File: config.mk
export PLATFORM = sky130hd
export DESIGN_NAME = hazard_stall_unit
export DESIGN_NICKNAME = d
export VERILOG_FILES = /design/src/rtl/hazard_stall_unit.sv
export SDC_FILE = /design/constraint.sdc
export NUM_CORES = 1
export LEC_CHECK = 0
export ABC_AREA = 1
export BUFFER_PORTS_ARGS = -buffer_cell sky130_fd_sc_hd__buf_2
export CORE_ASPECT_RATIO = 0.8
export CORE_MARGIN = 5
export CORE_UTILIZATION = 50
export CTS_CLUSTER_DIAMETER = 60
export DETAILED_ROUTE_END_ITERATION = 10
export GPL_ROUTABILITY_DRIVEN = 0
export GPL_TIMING_DRIVEN = 0
export PLACE_DENSITY = 0.92
export SLEW_MARGIN = 40
export SYNTH_ARGS = -nofsm -noshare
export SYNTH_HDL_FRONTEND = slang
export SYNTH_SLANG_ARGS = --single-unit
export TNS_END_PERCENT = 10
File: constraint.sdc
create_clock -name CLK -period 4.3 [get_ports CLK]
set_input_delay 0.43 -clock CLK [delete_from_list [all_inputs] [get_ports CLK]]
set_output_delay 0.43 -clock CLK [all_outputs]
set_load 0.01 [all_outputs]
File: src/rtl/hazard_stall_unit.sv
`default_nettype none
// ============================================================================
// Module      : hazard_stall_unit
// Description : Stall/flush controller for the 5-stage OTTER pipeline:
//               load-use stall, taken-branch flush and memory-wait freeze.
//               Optional macro HAZARD_PERF_CNT_EN builds the perf counters.
// Revision    : 1.0 - initial release
// ============================================================================
module hazard_stall_unit #(
    parameter int MEM_TIMEOUT = 255
) (
    input  logic        CLK,
    input  logic        RST,
    input  logic [4:0]  IF_ID_RS1,
    input  logic [4:0]  IF_ID_RS2,
    input  logic        IF_ID_useRS1,
    input  logic        IF_ID_useRS2,
    input  logic [4:0]  ID_EX_RD,
    input  logic        ID_EX_memRead,
    input  logic        EX_branchTaken,
    input  logic        MS_memReq,
    input  logic        MS_memAck,
    output logic        PC_write,
    output logic        IF_ID_write,
    output logic        IF_ID_flush,
    output logic        ID_EX_flush,
    output logic        EX_MS_hold,
    output logic        MS_WB_bubble,
    output logic        mem_timeout,
    output logic [31:0] stall_cycles,
    output logic [31:0] flush_count
);

    localparam logic [15:0] c_timeout_val = 16'(MEM_TIMEOUT);
    localparam logic [15:0] c_wait_max    = 16'hFFFF;

    typedef enum logic [0:0] {
        c_run      = 1'b0,
        c_mem_wait = 1'b1
    } state_t;

    state_t      r_state;
    state_t      w_state_nxt;
    logic [15:0] r_wait_cnt;
    logic [15:0] w_wait_cnt_inc;
    logic        r_mem_timeout;
    logic        w_mem_stall;
    logic        w_load_use;

    // A request arriving while already waiting is a protocol error and is ignored.
    always_comb begin
        w_state_nxt = r_state;
        case (r_state)
            c_run:      if (MS_memReq && !MS_memAck) w_state_nxt = c_mem_wait;
            c_mem_wait: if (MS_memAck)               w_state_nxt = c_run;
        endcase
    end

    assign w_mem_stall = ((r_state == c_run) && MS_memReq && !MS_memAck) ||
                         ((r_state == c_mem_wait) && !MS_memAck);

    assign w_load_use = ID_EX_memRead && (ID_EX_RD != 5'd0) &&
                        ((IF_ID_useRS1 && (IF_ID_RS1 == ID_EX_RD)) ||
                         (IF_ID_useRS2 && (IF_ID_RS2 == ID_EX_RD)));

    assign w_wait_cnt_inc = (r_wait_cnt == c_wait_max) ? c_wait_max : r_wait_cnt + 16'd1;

    always_comb begin
        PC_write     = 1'b1;
        IF_ID_write  = 1'b1;
        IF_ID_flush  = 1'b0;
        ID_EX_flush  = 1'b0;
        EX_MS_hold   = 1'b0;
        MS_WB_bubble = 1'b0;
        if (RST) begin
            PC_write     = 1'b0;
            IF_ID_write  = 1'b0;
            IF_ID_flush  = 1'b1;
            ID_EX_flush  = 1'b1;
            MS_WB_bubble = 1'b1;
        end else if (w_mem_stall) begin
            // EX is frozen, so a pending branch re-presents itself after release.
            PC_write     = 1'b0;
            IF_ID_write  = 1'b0;
            EX_MS_hold   = 1'b1;
            MS_WB_bubble = 1'b1;
        end else if (EX_branchTaken) begin
            IF_ID_flush  = 1'b1;
            ID_EX_flush  = 1'b1;
        end else if (w_load_use) begin
            PC_write     = 1'b0;
            IF_ID_write  = 1'b0;
            ID_EX_flush  = 1'b1;
        end
    end

    always_ff @(posedge CLK) begin
        if (RST) begin
            r_state       <= c_run;
            r_wait_cnt    <= 16'd0;
            r_mem_timeout <= 1'b0;
        end else begin
            r_state <= w_state_nxt;
            if (r_state == c_run) begin
                if (w_state_nxt == c_mem_wait) r_wait_cnt <= 16'd0;
            end else begin
                r_wait_cnt <= w_wait_cnt_inc;
                if (w_wait_cnt_inc == c_timeout_val) r_mem_timeout <= 1'b1;
            end
        end
    end

    assign mem_timeout = r_mem_timeout;

`ifdef HAZARD_PERF_CNT_EN
    logic [31:0] r_stall_cycles;
    logic [31:0] r_flush_count;

    always_ff @(posedge CLK) begin
        if (RST) begin
            r_stall_cycles <= 32'd0;
            r_flush_count  <= 32'd0;
        end else begin
            if (!PC_write)   r_stall_cycles <= r_stall_cycles + 32'd1;
            if (IF_ID_flush) r_flush_count  <= r_flush_count + 32'd1;
        end
    end

    assign stall_cycles = r_stall_cycles;
    assign flush_count  = r_flush_count;
`else
    assign stall_cycles = 32'd0;
    assign flush_count  = 32'd0;
`endif

endmodule
`default_nettype wire

After elaboration in Yosys (flattened, before gate mapping)
Index checks and enable logic that the tools add are counted.
{"block": "totals", "register_bits": 18, "word_cells": 43}
{"block": "classes", "n_eq_ne": 4, "mux": 20, "n_reduce_logical": 14, "n_bitwise": 1, "addsub": 1}
{"cell": "$mux 16", "n": 3}
{"cell": "$add 16x1->16 const B", "n": 1}
{"cell": "$eq 16x16->1 const B", "n": 1}
{"cell": "$eq 16x8->1 const B", "n": 1}
{"cell": "$mux 1", "n": 16}
{"cell": "$eq 5x5->1", "n": 2}
{"cell": "$logic_and 1x1->1", "n": 8}
{"cell": "$reduce_bool 5->1", "n": 1}
{"cell": "$logic_or 1x1->1", "n": 2}
{"cell": "$pmux 1 s2", "n": 1}
{"cell": "$reduce_and 2->1", "n": 1}
{"cell": "$reduce_bool 2->1", "n": 1}
{"cell": "$logic_not 1->1", "n": 1}
{"cell": "$not 1->1", "n": 1}

Depth between registers and ports, before layout
Gate-level depths: netlist of run 1.
{"block": "logic_depth", "ltp_word": 8, "ltp_mapped": 13, "ltp_nobuf": 13}

Worst setup path after synthesis of run 1
Ideal clock, no wire load.
{"block": "synth_timing", "path_type": "input port to output port", "from": "input ID_EX_RD[2]", "to": "output PC_write", "slack_ps": 2515, "path_buffers": 1, "arrival_time_ps": 1355, "stages": 7, "cell_sequence": "or2_2 o41ai_1 inv_1 nand2_1 o21ai_0 inv_1 buf_4"}
{"block": "synth_via", "elab_chain_cells": 8, "elab_cells_between_ends": 12}
{"element": "start: declaration", "line_no": "18", "source": "input logic [4:0] ID_EX_RD,"}
{"element": "$eq 5x5->1 (on tied branches)", "line_no": "63, 64"}
{"element": "$logic_and 1x1->1 (on tied branches)", "line_no": "63, 64"}
{"element": "$logic_or 1x1->1", "line_no": "63", "source": "((IF_ID_useRS1 && (IF_ID_RS1 == ID_EX_RD)) ||"}
{"element": "$logic_and 1x1->1 *", "line_no": "62", "source": "assign w_load_use = ID_EX_memRead && (ID_EX_RD != 5'd0) &&"}
{"element": "$mux 1 * (4 in a row)"}
{"element": "end: declaration", "line_no": "23", "source": "output logic PC_write,"}
Mark *: on every way between the ends. The rest lies on a longest branch, timed or not.

Worst setup path after layout of run 1
{"block": "layout_timing", "from": "input ID_EX_RD[1]", "to": "output PC_write"}
{"block": "layout_via", "elab_chain_cells": 8, "elab_cells_between_ends": 12}
{"element": "$eq 5x5->1 (on tied branches)", "line_no": "63, 64"}
{"element": "$logic_and 1x1->1 (on tied branches)", "line_no": "63, 64"}
{"element": "$logic_or 1x1->1", "line_no": "63"}
{"element": "$logic_and 1x1->1 *", "line_no": "62"}
{"element": "$mux 1 *", "line_no": "90", "source": "end else if (w_load_use) begin"}
{"element": "$mux 1 *", "line_no": "87", "source": "end else if (EX_branchTaken) begin"}
{"element": "$mux 1 *", "line_no": "81", "source": "end else if (w_mem_stall) begin"}
{"element": "$mux 1 *", "line_no": "75", "source": "if (RST) begin"}
Marked as above.

==> impl_metrics.ini, run 1 <==
[clock_tree]
clkLatencyLatePin_ns = 0.26
clk_transition_reported_paths_ns = 0.08
clock_sink_total = 18
max-clock-path-buffers = 2
numCtsBuffers = 3
post_cts.resized_instances = 0
clock_tree.root_cell = sky130_fd_sc_hd__clkbuf_8
htree_levels = 1
cts_hold_repair.buffers = 0
tritoncts = done
post_cts.repair.setup_buffers = 0

[grt]
grt.total_usage = 0.181
grt_max_degree = 11
number_of_global_route_vias_before_repair = 1713
global_route_wire_length_before_repair_mm = 7.45
overflow = 0
grt_antenna_before_repair = 0

[sta]
maxClockFrequency_ghz = 0.495
hold_violations = 0
fin_crit_sh = 0.470
finalCriticalPeriod_ns = 2.02
rsz0062_at_grt = no
timing.final.setup_violations = 0
clock-skew-final_ns = 0.00746
total_negative_slack_ns = 0
slew_viol_final = 0

[routing]
vias_per_cell = 4.41
firstDrtPassIters = 4
wl_mm = 4.63
route.antenna.remaining_nets = 0
routed-via-count = 1908
drcViolationCount = 0
routedWlPerCell_um = 10.7
drt_iter0_markers = 175

[layout]
fillers = 344
multi_input_area_um2 = 1140
postLayoutCellArea_um2 = 2380
antennaDiodeCount = 0
area.sequential_um2 = 360
area.growth.synth_to_final_pct = 26.1
design.final.nets = 414
post_route_cells_drive_above_1_share = 0.311

[logic_synthesis]
syn_inst = 293
synth_flop_cell = sky130_fd_sc_hd__dfxtp_1
synth_area_leaders = sky130_fd_sc_hd__buf_4 26%, sky130_fd_sc_hd__dfxtp_1 19%, sky130_fd_sc_hd__nand2_1 13%
synth-seq-cells = 18
synth_enable_flop_cells = 0
synthDistinctLibCells = 28
yosys_warnings = 0
yosys.area.top_type = sky130_fd_sc_hd__buf_4
synth-async-reset-ratio = 0
ys_seq_area_frac = 0.191
synthesis.area_per_instance_um2 = 6.43
mappedNetlistArea_um2 = 1880
synth_top_area_frac = 0.259

[floorplan]
die_h_um = 64.9
starting_density_of_the_core = 0.505
chipWidth_um = 78.6
design.portCount = 94
floorplan.rows = 20
placeable_area_um2 = 3730
die_area_um2 = 5100

[place]
dpl.hpwl_mm = 3.82
post_dp_cell_area_um2 = 2320
buffer_ports.inserted = 29

[hold_path]
hold_start = MS_memAck
hold_path.class = input port to flop

[worst_setup_path]
critPathMaxFanout = 3
slowest_delay_ns = 0.15
worstPathBufferInverterCount = 4
worst_ep_required_time_ns = 3.87
timing.critical_path.from_type = input port
worst_setup_path_end_kind = output pin
crit_type = input port to output pin
source_of_the_worst_register_to_register_timing_path = r_wait_cnt[0]$_SDFFE_PP0P_
cpMaxStageDelayCell = sky130_fd_sc_hd__xor2_1
cell_breakdown_of_the_critical_path = buf_2 -> xor2_1 -> nor2_1 -> nand4_1 -> o22ai_1 -> nand2_1 -> o21ai_0 -> inv_1 -> buf_4 -> buf_2
startpoint = ID_EX_RD[1]
worstPathArrival_ns = 1.59
family_with_the_most_delay_on_the_worst_path = buffers and inverters
critPathMostFrequentCell = sky130_fd_sc_hd__buf_2

[flow_run]
cap_viol_max_count = 0

[status]
run_status = finished, final reports clean

[pwr]
power.leakage_nw = 1.25
worst_ir_drop_on_vdd_mv = 0.167
power.density_cell_area_nw_per_um2 = 182
layer usage:
| metal | global-route usage | part of all wire | wire (um) |
|---|---|---|---|
| met1 | 0.211 | 0.37 | 1710 |
| met2 | 0.334 | 0.50 | 2330 |
| met3 | 0.0444 | 0.12 | 541 |
| met4 | 0.0393 | 0.013 | 59 |
| met5 | 0 | 0 | 0 |
power breakdown:
| group | switching [mW] | total, mW | internal, mW |
|---|---|---|---|
| clock | 0.0612 | 0.143 | 0.0815 |
| sequential | 0.00111 | 0.169 | 0.168 |
| combinational | 0.0619 | 0.121 | 0.0590 |
| total | 0.124 | 0.432 | 0.308 |
worst register-to-register path: cells and delay by family (launching register included):
kind | cells | cell delay [ns]
DFF | 1 | 0.46
adders and majority gates | 1 | 0.24
buffers and inverters | 2 | 0.22
AOI/OAI and AO/OA | 1 | 0.13
and+or+nand+nor | 9 | 0.87
sequential cells by signal, indices dropped and copies added, names as in the netlist:
signal       cells
r_wait_cnt      16
mem_timeout      1
r_state          1
layout make-up:
type                       instances  share of cell area
buffer                            71               0.216
clock buffer                       4              0.0232
inverter                          26              0.0432
multi-input combinational        241               0.481
sequential                        18               0.152
tap                               44              0.0232
timing repair buffer              29              0.0611
worst paths after layout:
kind,endpoint,slack [ns],depth (start not counted)
worst min-delay path,r_state$_SDFF_PP0_,0.49,4
worst min register to register,mem_timeout$_SDFFE_PP0P_,0.50,2
worst max register to register,mem_timeout$_SDFFE_PP0P_,2.32,13
worst max-delay path,PC_write,2.28,10
stage by stage:
step                utilization  hold WS [ns]  power (mW)  cells  setup WS (ns)
finish                    0.637         0.490       0.432    433           2.28
detailed placement        0.622         0.483       0.289    429           2.27
CTS                       0.637         0.495       0.429    433           2.27
global route              0.637         0.507       0.452    433           2.14
floorplan                     -         0.479       0.267    356           2.52
global placement          0.622         0.447       0.287    429           2.28
cell usage after synthesis (3+ instances only):
| cell type | count |
|---|---|
| sky130_fd_sc_hd__nand2_1 | 64 |
| sky130_fd_sc_hd__a21oi_1 | 19 |
| sky130_fd_sc_hd__nand4_1 | 8 |
| sky130_fd_sc_hd__dfxtp_1 | 18 |
| sky130_fd_sc_hd__nand2_2 | 5 |
| sky130_fd_sc_hd__inv_1 | 22 |
| sky130_fd_sc_hd__nor2_1 | 25 |
| sky130_fd_sc_hd__clkbuf_1 | 3 |
| sky130_fd_sc_hd__buf_2 | 3 |
| sky130_fd_sc_hd__inv_2 | 3 |
| sky130_fd_sc_hd__buf_4 | 65 |
| sky130_fd_sc_hd__nand3_1 | 16 |
| sky130_fd_sc_hd__xnor2_1 | 8 |
| sky130_fd_sc_hd__xor2_1 | 4 |
| sky130_fd_sc_hd__nor2_4 | 4 |
| sky130_fd_sc_hd__o21ai_0 | 11 |
layout by cell type, fill, tap and decap left out, types with 8 or more instances in the layout:
cell	netlist	final
sky130_fd_sc_hd__buf_4	65	65
sky130_fd_sc_hd__nand2_1	64	64
sky130_fd_sc_hd__conb_1	1	64
sky130_fd_sc_hd__buf_2	3	32
sky130_fd_sc_hd__nor2_1	25	25
sky130_fd_sc_hd__inv_1	22	22
sky130_fd_sc_hd__a21oi_1	19	19
sky130_fd_sc_hd__dfxtp_1	18	18
sky130_fd_sc_hd__nand3_1	16	16
sky130_fd_sc_hd__o21ai_0	11	11
sky130_fd_sc_hd__xnor2_1	8	8
sky130_fd_sc_hd__nand4_1	8	8
cell families after synthesis:
group | synth area share
XOR/XNOR | 0.0558
AO/OA/AOI/OAI | 0.100
adder cells (fa/ha/maj) | 0.00664
buffers and inverters | 0.327
AND/OR/NAND/NOR | 0.317
other | 0.00199
flip-flops | 0.191
No activity file was read; power rests on OpenSTA's default activity.
==> inputs of run 2 (changes only) <==
Settings changed: CORE_UTILIZATION 50 to 47, PLACE_DENSITY 0.92 to 0.88.
Clock period 4.3 ns to 2.07 ns, I/O delays scaled along.
==> run 2 against run 1 <==
Die area rose by 5.5%. Critical path type is now flop to flop. Cell count rose by 2.5%. Sequential share of layout area barely moved. Non-clock buffer count did not move. Highest routed layer unchanged. Global-route usage fell by 1.1 points. Worst hold slack got worse by 0.24 ns. Worst setup slack got worse by 2.1 ns.
==> impl_metrics.ini, run 2 (synthesized netlist as in run 1, its figures left out) <==
[status]
run_status = finished, final reports clean

[pwr]
power.leakage_nw = 1.25
worst_ir_drop_on_vdd_mv = 0.307
power.density_cell_area_nw_per_um2 = 375

[grt]
grt.total_usage = 0.170
overflow = 0
grt_max_degree = 11
grt_antenna_before_repair = 0
number_of_global_route_vias_before_repair = 1673
global_route_wire_length_before_repair_mm = 7.30

[place]
buffer_ports.inserted = 29
preCtsSetupSlack_ns = 0.183
dpl.hpwl_mm = 3.71

[clock_tree]
htree_levels = 1
clock_tree.root_cell = sky130_fd_sc_hd__clkbuf_8
max-clock-path-buffers = 2
clk_transition_reported_paths_ns = 0.07
post_cts.repair.setup_buffers = 0
clkLatencyLatePin_ns = 0.26
numCtsBuffers = 3
clock_sink_total = 18
tritoncts = done

[routing]
routedWlPerCell_um = 9.97
firstDrtPassIters = 5
drt_iter0_markers = 164
drcViolationCount = 0
vias_per_cell = 4.29
wl_mm = 4.43
routed-via-count = 1906
route.antenna.remaining_nets = 0

[worst_setup_path]
timing.critical_path.from_type = flop
crit_type = flop to flop
cpMaxStageDelayCell = sky130_fd_sc_hd__dfxtp_2
worstPathArrival_ns = 2.05
worst_setup_path_end_kind = flop
slowest_delay_ns = 0.40
timing.critical_path.depth = 13
critPathMaxFanout = 7
worstPathBufferInverterCount = 2
cell_breakdown_of_the_critical_path = ha_1 -> nand3_2 -> inv_2 -> nand2_4 -> clkinv_4 -> nand2_4 -> nand2_1 -> nand2_1 -> nor2_1 -> nand2_1 -> nor2_1 -> nand2_1 -> a21oi_2
reg2regPathDepth = 13
family_with_the_most_delay_on_the_worst_path = simple AND/OR/NAND/NOR gates
critPathMostFrequentCell = sky130_fd_sc_hd__nand2_1
worst_ep_required_time_ns = 2.27

[sta]
finalCriticalPeriod_ns = 1.85
hold_violations = 0
slew_viol_final = 0
timing.hold.ws_ns = 0.254
fin_crit_sh = 0.894
max_slew.worst_pin.slew_ns = 0.509
timing.final.setup_violations = 0
clock-skew-final_ns = 0.00556
max_slew_headroom = 0.661
rsz0062_at_grt = no
maxClockFrequency_ghz = 0.541
total_negative_slack_ns = 0
final.setup.worst_slack_ns = 0.220

[layout]
regMostFlops = r_wait_cnt
design.final.nets = 414
area.growth.synth_to_final_pct = 26.9
post_route_cells_drive_above_1_share = 0.314
final_core_utilization = 0.625
fillers = 338
antennaDiodeCount = 0
multi_input_area_um2 = 1140
layout.cells.most_common_list = 65 x sky130_fd_sc_hd__buf_4, 64 x sky130_fd_sc_hd__nand2_1, 64 x sky130_fd_sc_hd__conb_1, 32 x sky130_fd_sc_hd__buf_2, 25 x sky130_fd_sc_hd__nor2_1
largest_reg_flops = 16
leading_cell_type_in_the_layout_fill_and_taps_excluded = sky130_fd_sc_hd__buf_4
area.sequential_um2 = 362

[flow_run]
cap_viol_max_count = 0

[floorplan]
floorplan.rows = 20
die_area_um2 = 5380
design.portCount = 94
placeable_area_um2 = 3830
chipWidth_um = 80.8
die_h_um = 66.6
starting_density_of_the_core = 0.492

[hold_path]
hold_depth = 4
hold_path.class = input port to flop
==> run 2: cell counts in the layout (fill, tap and decap cells not counted) <==
Identical to the previous run, type by type.
==> run 2: report_power, final <==
| part | switching [mW] | internal [mW] | total [mW] | leakage, nW |
|---|---|---|---|---|
| clock | 0.126 | 0.169 | 0.295 | 0.0288 |
| sequential | 0.00238 | 0.348 | 0.351 | 0.146 |
| combinational | 0.127 | 0.123 | 0.250 | 1.08 |
==> run 2: layer usage <==
layer / GRT usage / vias to the layer above / wire, um
li1: - / 991 / -
met1: 0.227 / 813 / 1810
met2: 0.273 / 100 / 2120
met3: 0.0500 / 2 / 468
met4: 0.0295 / 0 / 26
met5: 0 / - / 0
==> run 2: final timing paths <==
check                              from                        to  slack [ns]
max          r_wait_cnt[0]$_SDFFE_PP0P_  mem_timeout$_SDFFE_PP0P_        0.22
max reg2reg  r_wait_cnt[0]$_SDFFE_PP0P_  mem_timeout$_SDFFE_PP0P_        0.22
min reg2reg    mem_timeout$_SDFFE_PP0P_  mem_timeout$_SDFFE_PP0P_        0.46
min                           MS_memAck        r_state$_SDFF_PP0_        0.25
==> run 2: area by class of cell <==
type,count,share of cell area
multi-input cells,241,0.478
plain buffers,71,0.215
flip-flops and latches,18,0.151
repair buffers,29,0.0607
inverters,26,0.0429
well taps,55,0.0288
clock buffers,4,0.0230
==> run 2: metrics by stage <==
step           std cells  total power [mW]  cell area, um2
2_1_floorplan        356             0.554            2120
3_3_place_gp         440             0.598            2330
3_5_place_dp         440             0.601            2330
4_1_cts              444             0.891            2390
5_1_grt              444             0.949            2390
6_report             444             0.896            2390
==> run 2: worst min-delay path, cell delays in order <==
cell and delay (ns):
sky130_fd_sc_hd__buf_2 0.08, sky130_fd_sc_hd__nor2_1 0.06, sky130_fd_sc_hd__inv_1 0.09, sky130_fd_sc_hd__nor2_1 0.04
==> run 2: timing repair <==
item / CTS / global route
hold buffers: 0 / 0
gates resized for setup: 0 / 1
endpoints found under the setup margin: 0 / 1
